[src/rtl/logic_74hc259_driver_pkg.sv]
// Shared definitions for the 74HC259 addressable-latch driver: FSM state
// encodings and the width helper for the phase down-counter.
package logic_74hc259_driver_pkg;

  typedef enum logic [2:0] {
    ST_CLEAR  = 3'd0,  // nMR held low, latch being cleared
    ST_IDLE   = 3'd1,  // ready for a write or clear
    ST_SCAN   = 3'd2,  // one cycle per bit: decide whether to write it
    ST_SETUP  = 3'd3,  // A/D settled, nLE still high
    ST_STROBE = 3'd4,  // nLE low, latch transparent for the addressed bit
    ST_HOLD   = 3'd5   // nLE back high, A/D held
  } state_e;

  localparam int unsigned NUM_BITS = 8;

  // Width of a down-counter that must hold the largest of the three phase
  // lengths. Always at least one bit wide.
  function automatic int cnt_width(input int setup_cyc, input int pulse_cyc,
                                   input int hold_cyc);
    int m;
    m = setup_cyc;
    if (pulse_cyc > m) m = pulse_cyc;
    if (hold_cyc > m) m = hold_cyc;
    return (m < 1) ? 1 : $clog2(m + 1);
  endfunction

endpackage

[src/rtl/logic_74hc259_driver_timer.sv]
// Loadable phase down-counter. A phase loaded with value N lasts N cycles:
// done_o is high in the cycle whose decrement takes the count to zero.
module logic_74hc259_driver_timer #(
  parameter int W       = 1,
  parameter int RST_VAL = 1
) (
  input  logic         clk_i,
  input  logic         rst_ni,
  input  logic         load_i,
  input  logic [W-1:0] load_val_i,
  output logic         done_o
);

  logic [W-1:0] cnt_q;
  logic [W-1:0] cnt_d;

  // Next count: load wins, otherwise count down and rest at zero.
  always_comb begin
    // NOTE: every signal driven here gets a default first, so no path can
    // leave it unassigned and infer a latch.
    cnt_d = cnt_q;
    if (load_i) begin
      cnt_d = load_val_i;
    end else if (cnt_q != '0) begin
      cnt_d = cnt_q - W'(1);
    end
  end

  // Counter register; after reset it already holds the first clear phase.
  always_ff @(posedge clk_i or negedge rst_ni) begin
    // NOTE: state registers use non-blocking assignments so every flop in
    // the design samples its inputs from the same pre-edge values.
    if (!rst_ni) begin
      cnt_q <= W'(RST_VAL);
    end else begin
      cnt_q <= cnt_d;
    end
  end

  assign done_o = (cnt_q <= W'(1));

endmodule

[src/rtl/logic_74hc259_driver.sv]
// Bus-side initiator for an external 74HC259 addressable latch. A byte taken
// over valid/ready is written into the latch one bit at a time over the
// A/D/nLE pins; nMR clears it. A shadow copy of the latch lets unchanged bits
// be skipped. All pin outputs come straight from flops.
module logic_74hc259_driver
  import logic_74hc259_driver_pkg::*;
#(
  parameter int SETUP_CYC = 1,  // A/D stable, nLE high, before the strobe
  parameter int PULSE_CYC = 1,  // nLE (write) or nMR (clear) low time
  parameter int HOLD_CYC  = 1,  // A/D held, nLE high, after the strobe
  parameter int SKIP_SAME = 1   // 1: only write bits that differ from shadow
) (
  input  logic       CLK,
  input  logic       nRST,
  input  logic       WR_VALID,
  input  logic [7:0] WR_DATA,
  output logic       WR_READY,
  input  logic       CLR_REQ,
  output logic [2:0] A,
  output logic       D,
  output logic       nLE,
  output logic       nMR,
  output logic [7:0] SHADOW,
  output logic       BUSY
);

  localparam int CNT_W = cnt_width(SETUP_CYC, PULSE_CYC, HOLD_CYC);

  state_e     state_q;
  logic [2:0] a_q;
  logic       d_q;
  logic       nle_q;
  logic       nmr_q;
  logic       ready_q;
  logic [7:0] shadow_q;
  logic [7:0] dreg_q;
  logic [2:0] idx_q;

  logic             tmr_load;
  logic [CNT_W-1:0] tmr_val;
  logic             tmr_done;
  logic             bit_needs_write;

  // A bit is written when skipping is disabled or the latch disagrees.
  assign bit_needs_write = (SKIP_SAME == 0) || (dreg_q[idx_q] != shadow_q[idx_q]);

  // Start the next timed phase on the edge that enters it.
  always_comb begin
    tmr_load = 1'b0;
    tmr_val  = '0;
    unique case (state_q)
      ST_IDLE: begin
        if (CLR_REQ) begin
          tmr_load = 1'b1;
          tmr_val  = CNT_W'(PULSE_CYC);
        end
      end
      ST_SCAN: begin
        if (bit_needs_write) begin
          tmr_load = 1'b1;
          tmr_val  = CNT_W'(SETUP_CYC);
        end
      end
      ST_SETUP: begin
        if (tmr_done) begin
          tmr_load = 1'b1;
          tmr_val  = CNT_W'(PULSE_CYC);
        end
      end
      ST_STROBE: begin
        if (tmr_done) begin
          tmr_load = 1'b1;
          tmr_val  = CNT_W'(HOLD_CYC);
        end
      end
      default: begin
        tmr_load = 1'b0;
      end
    endcase
  end

  logic_74hc259_driver_timer #(
    .W      (CNT_W),
    .RST_VAL(PULSE_CYC)
  ) u_timer (
    .clk_i     (CLK),
    .rst_ni    (nRST),
    .load_i    (tmr_load),
    .load_val_i(tmr_val),
    .done_o    (tmr_done)
  );

  // Main sequencer: walks the byte bit by bit and drives the latch pins.
  always_ff @(posedge CLK or negedge nRST) begin
    if (!nRST) begin
      // nMR low at reset clears the external latch, matching shadow_q = 0.
      state_q  <= ST_CLEAR;
      a_q      <= 3'd0;
      d_q      <= 1'b0;
      nle_q    <= 1'b1;
      nmr_q    <= 1'b0;
      ready_q  <= 1'b0;
      shadow_q <= 8'h00;
      dreg_q   <= 8'h00;
      idx_q    <= 3'd0;
    end else begin
      unique case (state_q)
        ST_CLEAR: begin
          if (tmr_done) begin
            nmr_q    <= 1'b1;
            shadow_q <= 8'h00;
            ready_q  <= 1'b1;
            state_q  <= ST_IDLE;
          end
        end
        ST_IDLE: begin
          // A clear wins; a write offered alongside it is dropped.
          if (CLR_REQ) begin
            nmr_q   <= 1'b0;
            ready_q <= 1'b0;
            state_q <= ST_CLEAR;
          end else if (WR_VALID) begin
            dreg_q  <= WR_DATA;
            idx_q   <= 3'd0;
            ready_q <= 1'b0;
            state_q <= ST_SCAN;
          end
        end
        ST_SCAN: begin
          if (bit_needs_write) begin
            // A/D only ever change here, well before nLE can fall.
            a_q     <= idx_q;
            d_q     <= dreg_q[idx_q];
            state_q <= ST_SETUP;
          end else if (idx_q == 3'd7) begin
            ready_q <= 1'b1;
            state_q <= ST_IDLE;
          end else begin
            idx_q <= idx_q + 3'd1;
          end
        end
        ST_SETUP: begin
          if (tmr_done) begin
            nle_q   <= 1'b0;
            state_q <= ST_STROBE;
          end
        end
        ST_STROBE: begin
          if (tmr_done) begin
            nle_q           <= 1'b1;
            shadow_q[idx_q] <= d_q;
            state_q         <= ST_HOLD;
          end
        end
        ST_HOLD: begin
          if (tmr_done) begin
            if (idx_q == 3'd7) begin
              ready_q <= 1'b1;
              state_q <= ST_IDLE;
            end else begin
              idx_q   <= idx_q + 3'd1;
              state_q <= ST_SCAN;
            end
          end
        end
        default: begin
          nle_q   <= 1'b1;
          nmr_q   <= 1'b0;
          ready_q <= 1'b0;
          state_q <= ST_CLEAR;
        end
      endcase
    end
  end

  assign A        = a_q;
  assign D        = d_q;
  assign nLE      = nle_q;
  assign nMR      = nmr_q;
  assign SHADOW   = shadow_q;
  assign WR_READY = ready_q;
  assign BUSY     = ~ready_q;

endmodule

[config.mk]
export PLATFORM = sky130hd
export DESIGN_NAME = logic_74hc259_driver
export DESIGN_NICKNAME = d
export VERILOG_FILES = /design/src/rtl/logic_74hc259_driver_pkg.sv /design/src/rtl/logic_74hc259_driver_timer.sv /design/src/rtl/logic_74hc259_driver.sv
export SDC_FILE = /design/constraint.sdc
export NUM_CORES = 1
export LEC_CHECK = 0
export CELL_PAD_IN_SITES_DETAIL_PLACEMENT = 0
export CELL_PAD_IN_SITES_GLOBAL_PLACEMENT = 1
export CORE_ASPECT_RATIO = 0.5
export CORE_UTILIZATION = 41
export DETAILED_ROUTE_END_ITERATION = 8
export PLACE_DENSITY_LB_ADDON = 0.1
export SYNTH_ARGS = -nofsm -noshare
export SYNTH_HDL_FRONTEND = slang
export SYNTH_HIERARCHICAL = 1
export SYNTH_SLANG_ARGS = --single-unit
[constraint.sdc]
create_clock -name CLK -period 2.4 [get_ports CLK]
set_input_delay 0.36 -clock CLK [delete_from_list [all_inputs] [get_ports CLK]]
set_output_delay 0.36 -clock CLK [all_outputs]
set_load 0.01 [all_outputs]
==> results.cfg <==
[logic_synthesis]
synthCells = 185
yosysWarnings = 6
syn-cell-area_mm2 = 0.00175
syn_nets = 199
syn_avg_cell_area_um2 = 9.43

[worst_setup_path]
path_class = register to register
cp.arrival_ns = 2.44
cpMaxStageDelayCell = dfrtp_1
start_kind = register
endpoint_kind = register
crit_required_ns = 2.56
cp_cell_sequence = or3b_1 -> a21boi_1 -> nor2_1 -> o211a_2 -> nand2_1 -> mux2_2
r2r.worst_path.cells = 6
crit_fanout = 10
max_stage_delay_ns = 0.48

[global_route]
grt_max_degree = 30
antenna_found_initial = 0
grt_use_met2_pct = 31.9
grtUsageTotal_pct = 20.6
grt_pass1_wl_um = 6640
grtUsageMet3_pct = 5.76
met1_usage_pct = 27.9
grt-busiest-layer = met2
grt-ovfl-total = 0
grt_pass1_vias = 1362

[drt]
ant_nets = 0
viasPerCell = 5.60
drtIter0Drc = 57
wl_per_cell_um = 15.7
num_vias = 1511
drt_wl_total_um = 4240
drc = 0
drt_pass1_iterations = 4

[clocking]
post_cts_buffers = 0
clockRootBuffer = clkbuf_8
insertion_delay_ns = 0.28
cts_hold_buffers = 0
cts_tree = done
cts_buffers = 5
clockBufferDepth = 2
cts.sinks = 29
htreeDepth = 2
clk_pin_slew_ns = 0.06

[floorplan]
core_mm2 = 0.00398
initial_core_util_pct = 43.8
die_area_mm2 = 0.00454
die_h_um = 48.1
die-width_um = 94.3
num_rows = 16
io_pins = 28

[sta]
rsz0062_at_grt = false
layout_setup_ws_ns = 0.117
setup_tns_ns = 0
fmax_mhz = 438
post-route-period-util_pct = 95.1
skew_ns = 0.00630
drv_slew = 0
slew_headroom_pct = 62.0
finalSetupViolCount = 0
worst_slew_pin_slew_ns = 0.571
hold_viol = 0
period_minus_slack_ns = 2.28

[final_layout]
num_antenna_cells = 0
drive_gt1_share_pct = 18.1
n_fill_cell = 369
nNetsFinal = 229
layout_common_cells = dfrtp_1 (27), clkdlybuf4s50_1 (27), nor2_1 (18), nand2_1 (15)
utilization_pct = 54.9
area_delta_synth_final_pct = 25.3

[pwr]
power.density_mw_per_mm2 = 1260
p_leak_nw = 0.926
ir_drop_mv = 0.521

[placed_design]
portBuffers = 27
gp_congestion = 0.845
pre_cts_ws_ns = 0.135
dp_hpwl_um = 3040

[worst_hold_path]
worstHoldPathType = input port to asynchronous set/reset pin

[flow_run]
drv_cap = 0

[run_status]
status = completed
[what timing repair did]
action,4_1_cts,5_1_grt
endpoints found under the setup margin,0,5
resized for setup,0,1
hold endpoints to repair,0,0
[layer usage]
layer	share of wire (%)	wire, um
met5	0	0
met4	1.2	51
met1	52	2190
met3	3.8	162
met2	43	1840
[where the power goes]
part | switching, mW | total, mW | leakage [nW] | internal [mW]
Sequential | 0.204 | 0.887 | 0.363 | 0.683
Clock | 0.184 | 0.417 | 0.0455 | 0.233
Combinational | 0.693 | 1.45 | 0.517 | 0.759
Total | 1.08 | 2.76 | 0.926 | 1.68
[metrics by stage]
| stage | instances | area (um^2) | hold WS [ns] | total power [mW] |
|---|---|---|---|---|
| 2_1_floorplan | 185 | 1750 | 0.0644 | 1.86 |
| 3_3_place_gp | 262 | 2100 | 0.492 | 2.31 |
| 3_5_place_dp | 262 | 2100 | 0.502 | 2.33 |
| 4_1_cts | 270 | 2190 | 0.481 | 2.77 |
| 5_1_grt | 270 | 2190 | 0.505 | 2.97 |
| 6_report | 270 | 2190 | 0.471 | 2.76 |
[state kept, by name, indices dropped and copies added, names as in the netlist]
register / count
nLE: 1
A: 3
dreg_q: 8
idx_q: 3
state_q: 3
WR_READY: 1
nMR: 1
SHADOW: 8
D: 1
[worst paths after layout]
| path | start | endpoint | slack, ns |
|---|---|---|---|
| setup / recovery | idx_q[2] | A[0] | 0.12 |
| hold / removal | nRST | SHADOW[6] | 0.47 |
| setup reg to reg | idx_q[2] | A[0] | 0.12 |
| hold reg to reg | A[1] | A[1] | 0.51 |
| max in group asynchronous | nRST | nLE | 1.61 |
| min in group CLK | A[1] | A[1] | 0.51 |
[critical path, delay by kind of cell, from the launching register on]
kind	cells	cell delay [ns]
AND/OR/NAND/NOR	3	0.68
flip-flops	1	0.48
multiplexers	1	0.36
AO/OA/AOI/OAI	2	0.64
[layout make-up]
type,count,area (um^2),area share (%)
inverters,3,11.3,0.515
flip-flops and latches,29,728,33.3
repair buffers,38,353,16.1
well taps,54,67.6,3.09
multi-input cells,138,937,42.8
clock buffers,8,90.1,4.12
No activity file was read; power rests on OpenSTA's default activity.
